**src/rtl/xn_seg7_scan.sv**
```systemverilog
// Multiplexed hex 7-segment scanner with a frame-synchronous double-buffered display value.
// Optional leading-zero blanking is compiled in when SEG7_LZB_EN is defined.
module xn_seg7_scan #(
  parameter int DIGITS     = 4,
  parameter int DIV        = 100000,
  parameter bit ACTIVE_LOW = 1'b1
) (
  input  logic                  clk,
  input  logic                  rst,
  input  logic                  wr_en,
  input  logic [4*DIGITS-1:0]   wr_data,
  input  logic [DIGITS-1:0]     wr_dp,
  output logic [DIGITS-1:0]     an,
  output logic [7:0]            cat,
  output logic                  frame_tick,
  output logic                  pending
);

  localparam int PW = (DIV > 1) ? $clog2(DIV) : 1;
  localparam int IW = (DIGITS > 1) ? $clog2(DIGITS) : 1;
  localparam logic [PW-1:0]     PRESC_LAST = PW'(DIV - 1);
  localparam logic [IW-1:0]     IDX_LAST   = IW'(DIGITS - 1);
  localparam logic [DIGITS-1:0] POL_AN     = {DIGITS{ACTIVE_LOW}};
  localparam logic [7:0]        POL_CAT    = {8{ACTIVE_LOW}};

  logic [PW-1:0]       r_presc;
  logic [IW-1:0]       r_idx;
  logic [4*DIGITS-1:0] r_pend_data;
  logic [DIGITS-1:0]   r_pend_dp;
  logic                r_pending;
  logic [4*DIGITS-1:0] r_disp_data;
  logic [DIGITS-1:0]   r_disp_dp;
  logic                r_frame_tick;
  logic [DIGITS-1:0]   r_an;
  logic [7:0]          r_cat;

  logic                w_presc_wrap;
  logic                w_boundary;
  logic [3:0]          w_nib;
  logic                w_dp;
  logic                w_blank;
  logic [6:0]          w_seg;
  logic [DIGITS-1:0]   w_onehot;

  assign w_presc_wrap = (r_presc == PRESC_LAST);
  assign w_boundary   = w_presc_wrap && (r_idx == IDX_LAST);
  assign w_onehot     = DIGITS'(1) << r_idx;

  // NOTE: sequential state uses non-blocking assignments so every register samples pre-edge values.
  always_ff @(posedge clk) begin
    if (rst) begin
      r_presc <= '0;
      r_idx   <= '0;
    end else begin
      r_presc <= w_presc_wrap ? '0 : r_presc + 1'b1;
      if (w_presc_wrap)
        r_idx <= (r_idx == IDX_LAST) ? '0 : r_idx + 1'b1;
    end
  end

  // A write on the boundary itself goes straight to the display and never sets pending.
  always_ff @(posedge clk) begin
    if (rst) begin
      r_pend_data  <= '0;
      r_pend_dp    <= '0;
      r_pending    <= 1'b0;
      r_disp_data  <= '0;
      r_disp_dp    <= '0;
      r_frame_tick <= 1'b0;
    end else begin
      r_frame_tick <= w_boundary;
      if (w_boundary) begin
        if (wr_en) begin
          r_disp_data <= wr_data;
          r_disp_dp   <= wr_dp;
        end else if (r_pending) begin
          r_disp_data <= r_pend_data;
          r_disp_dp   <= r_pend_dp;
        end
        r_pending <= 1'b0;
      end else if (wr_en) begin
        r_pend_data <= wr_data;
        r_pend_dp   <= wr_dp;
        r_pending   <= 1'b1;
      end
    end
  end

`ifdef SEG7_LZB_EN
  logic [DIGITS-1:0] w_lz;

  always_comb begin : lzb_scan
    logic run;
    run  = 1'b1;
    w_lz = '0;
    for (int i = DIGITS - 1; i >= 0; i--) begin
      run     = run && (r_disp_data[4*i +: 4] == 4'h0);
      w_lz[i] = run;
    end
  end
`endif

  // NOTE: every comb output gets a default before the loop/case so no latch can be inferred.
  always_comb begin
    w_nib   = 4'h0;
    w_dp    = 1'b0;
    w_blank = 1'b0;
    for (int i = 0; i < DIGITS; i++) begin
      if (r_idx == IW'(i)) begin
        w_nib = r_disp_data[4*i +: 4];
        w_dp  = r_disp_dp[i];
`ifdef SEG7_LZB_EN
        w_blank = w_lz[i] && (i != 0);
`endif
      end
    end
  end

  always_comb begin
    w_seg = 7'h00;
    case (w_nib)
      4'h0: w_seg = 7'h3F;
      4'h1: w_seg = 7'h06;
      4'h2: w_seg = 7'h5B;
      4'h3: w_seg = 7'h4F;
      4'h4: w_seg = 7'h66;
      4'h5: w_seg = 7'h6D;
      4'h6: w_seg = 7'h7D;
      4'h7: w_seg = 7'h07;
      4'h8: w_seg = 7'h7F;
      4'h9: w_seg = 7'h6F;
      4'hA: w_seg = 7'h77;
      4'hB: w_seg = 7'h7C;
      4'hC: w_seg = 7'h39;
      4'hD: w_seg = 7'h5E;
      4'hE: w_seg = 7'h79;
      4'hF: w_seg = 7'h71;
      default: w_seg = 7'h00;
    endcase
  end

  // Anodes stay dark on the first cycle of each dwell to hide segment changeover.
  always_ff @(posedge clk) begin
    if (rst) begin
      r_an  <= POL_AN;
      r_cat <= POL_CAT;
    end else begin
      r_an  <= (r_presc == '0) ? POL_AN : (w_onehot ^ POL_AN);
      r_cat <= {w_dp, (w_blank ? 7'h00 : w_seg)} ^ POL_CAT;
    end
  end

  assign an         = r_an;
  assign cat        = r_cat;
  assign frame_tick = r_frame_tick;
  assign pending    = r_pending;

endmodule

```
**config.mk**
```make
export PLATFORM = sky130hd
export DESIGN_NAME = xn_seg7_scan
export DESIGN_NICKNAME = d
export VERILOG_FILES = /design/src/rtl/xn_seg7_scan.sv
export SDC_FILE = /design/constraint.sdc
export NUM_CORES = 1
export LEC_CHECK = 0
export CORE_ASPECT_RATIO = 0.7
export CORE_UTILIZATION = 40
export CTS_CLUSTER_SIZE = 30
export DETAILED_ROUTE_END_ITERATION = 12
export GPL_TIMING_DRIVEN = 0
export MAX_ROUTING_LAYER = met4
export SETUP_SLACK_MARGIN = 0.4
export SYNTH_ARGS = -nofsm -noshare
export SYNTH_HDL_FRONTEND = slang
export SYNTH_SLANG_ARGS = --single-unit
```
**constraint.sdc**
```tcl
create_clock -name clk -period 3.9 [get_ports clk]
set_clock_uncertainty 0.05 [all_clocks]
set_input_delay 1.17 -clock clk [delete_from_list [all_inputs] [get_ports clk]]
set_output_delay 1.17 -clock clk [all_outputs]
set_load 0.05 [all_outputs]
```
==> impl_metrics.json <==
{
  "grt_start_max_net_pins": 13,
  "hold_path_class": "flop to flop",
  "synth_area_leaders": "dfxtp_1, mux2i_1, nor2_1",
  "drtIter0Drc": 148,
  "clock.fmax_mhz": 326.2,
  "synth_compound_area_share_pct": 5.576,
  "hold_viol": 0,
  "synth.distinct_cells": 41,
  "hpwl_um": 5134,
  "max_slew.worst_pin.slew_ns": 0.8078,
  "r2r_slack_ns": 0.83,
  "diodes": 0,
  "cts_tree": "yes",
  "p_leak_nw": 1.565,
  "grt_pass1_vias": 2450,
  "cts_buffers": 9,
  "clkLatencyLatePin_ns": 0.33,
  "clock_sinks": 73,
  "fin_ws_ns": 0.8349,
  "period_needed_ns": 3.065,
  "min_to": "r_presc[0]",
  "synth_common_cells": "dfxtp_1, nor2_1, mux2i_1",
  "fp.dieArea_mm2": 0.008791,
  "hold_path_depth": 1,
  "ys_seq_area_share_pct": 43.42,
  "drive_gt1_share_pct": 11.85,
  "yosys_warnings": 0,
  "synth_top_family_by_area": "multiplexers",
  "synth_top_area_cell": "dfxtp_1",
  "syn_area_mm2": 0.003366,
  "slew-limit-headroom_pct": 46.14,
  "worstSetupEndpointType": "flop",
  "slew_viol_final": 0,
  "tns_ns": 0,
  "vias_per_cell": 4.933,
  "synth-async-reset-ratio_pct": 0,
  "overflow": 0,
  "synthMuxAreaShare_pct": 19.48,
  "clock-root-buffer": "clkbuf_16",
  "avgSynthCellArea_um2": 9.508,
  "min_from": "r_presc[0]",
  "fp.dieH_um": 78.75,
  "postCtsResizedCells": 0,
  "cts_setup_buffers": 0,
  "synthAdderAreaFrac_pct": 4.461,
  "yosysTopAreaCellShare_pct": 43.42,
  "cp_data_arrival_time_ns": 3.26,
  "drv_cap": 0,
  "antenna_found_initial": 0,
  "wl_per_cell_um": 14.18,
  "htreeDepth": 3,
  "nets": 436,
  "fill_cells": 747,
  "ys.flop_type": "dfxtp_1",
  "postSynthCellCount": 354,
  "grt_pass1_wl_um": 12140,
  "ios": 37,
  "drc": 5,
  "outcome": "complete, but fails checks",
  "routabilityCongestion": 0.7953,
  "ant_nets": 0,
  "synth_most_common_cell": "dfxtp_1",
  "syn2layout_area_growth_pct": 22.94,
  "synth_xor_area_share_pct": 3.903,
  "start_util_pct": 42.04,
  "synth_edf_count": 0,
  "core-area_mm2": 0.008006,
  "peakVddDrop_mv": 0.2643,
  "power_density_mw_per_mm2": 410.4,
  "synth-seq-cells": 73,
  "num_rows": 27,
  "die_w_um": 111.6,
  "required_ns": 4.09,
  "grt_setup_unrepaired": "no",
  "path_clk_slew_ns": 0.06,
  "finalSetupViolCount": 0,
  "critical_path_class": "flop to flop",
  "cp_max_fo": 10,
  "pre_cts_ws_ns": 0.8203,
  "vias": 2496,
  "startpoint_type": "flop",
  "syn-num-nets": 389,
  "cts_buffer_depth": 2,
  "grt_use_total_pct": 18.50,
  "drt_pass1_iterations": 8,
  "cts_hold_buf": 0,
  "multi_input_area_mm2": 0.001729,
  "synthSimpleGateAreaFrac_pct": 17.96,
  "timing.rr.end": "cat[3]",
  "violations": "design-rule violations",
  "period_share_pct": 78.59,
  "r2r_cells": 10,
  "port_buffers": 36,
  "rr_startpoint": "r_idx[0]",
  "seq_area_mm2": 0.001461,
  "wl_um": 7174
}
[power breakdown]
| part | total, mW | switching [mW] | internal, mW |
|---|---|---|---|
| Clock | 0.787 | 0.299 | 0.487 |
| Combinational | 0.136 | 0.0697 | 0.0661 |
| Sequential | 0.776 | 0.00950 | 0.766 |
[how the worst max path moves through the flow]
stage / cells past startpoint / end / slack, ns / start
2_1_floorplan: 10 / cat[3] / 1.56 / r_idx[0]
3_3_place_gp: 5 / r_disp_dp[3] / 0.87 / wr_en
3_5_place_dp: 5 / r_disp_data[10] / 0.82 / wr_en
4_1_cts: 10 / cat[3] / 0.82 / r_idx[0]
5_1_grt: 10 / cat[3] / 0.44 / r_idx[0]
6_report: 10 / cat[3] / 0.83 / r_idx[0]
[sequential cells by signal, indices dropped and copies added, names as in the netlist]
| name | count |
|---|---|
| frame_tick | 1 |
| r_presc | 17 |
| an | 4 |
| r_pend_dp | 4 |
| r_idx | 2 |
| cat | 8 |
| pending | 1 |
| r_pend_data | 16 |
| r_disp_dp | 4 |
| r_disp_data | 16 |
[worst max-delay path, stage by stage, from the launching register on]
cell      delay [ns]
dfxtp_1         0.40
ha_1            0.17
clkbuf_1        0.29
clkbuf_1        0.44
mux2i_1         0.18
a31oi_1         0.54
inv_1           0.20
ha_1            0.36
mux2i_1         0.14
nand2_1         0.07
o211ai_1        0.12
[metrics by stage]
stage / std cells / util, % / area, um^2 / hold WS [ns] / power [mW]
after floorplan: 354 / - / 3366 / 0.3755 / 0.8735
after global placement: 491 / 48.12 / 3852 / 0.3930 / 0.9257
after detailed placement: 491 / 48.12 / 3852 / 0.4051 / 0.9283
after CTS: 506 / 51.68 / 4138 / 0.4165 / 1.722
after global routing: 506 / 51.68 / 4138 / 0.4358 / 1.770
final: 506 / 51.68 / 4138 / 0.4118 / 1.698
[cell families (layout without fill, tap and decap cells)]
logic type               count (synthesis)  in the layout
flip-flops                              73             73
multiplexers                            63             63
buffers and inverters                   35             86
adder cells (fa/ha/maj)                 12             12
AO/OA/AOI/OAI                           28             28
XOR/XNOR                                15             15
AND/OR/NAND/NOR                        128            128
[placed cells by master, fill, tap and decap left out, drive strengths merged, types with 7 or more instances in the layout]
cell type      count
a21oi              8
buf                7
clkbuf            20
clkdlybuf4s50     36
dfxtp             73
ha                12
inv               17
mux2              20
mux2i             43
nand2             24
nor2              66
xnor2             12
[final cells by class]
cell class / instances / area share [%]
clock buffers: 9 / 5.443
multi-input cells: 246 / 41.79
repair buffers: 36 / 8.709
plain buffers: 18 / 2.691
inverters: 17 / 1.542
flip-flops and latches: 73 / 35.32
clock inverters: 6 / 1.451
well taps: 101 / 3.054
[layer usage]
layer,share of wire (%),track usage [%],vias up
li1,-,-,1289
met1,54,25.26,1148
met2,40,26.21,49
met3,4.5,5.344,10
met4,1.1,5.811,0
met5,0,-,-
Power figures use the tool's default switching activity.
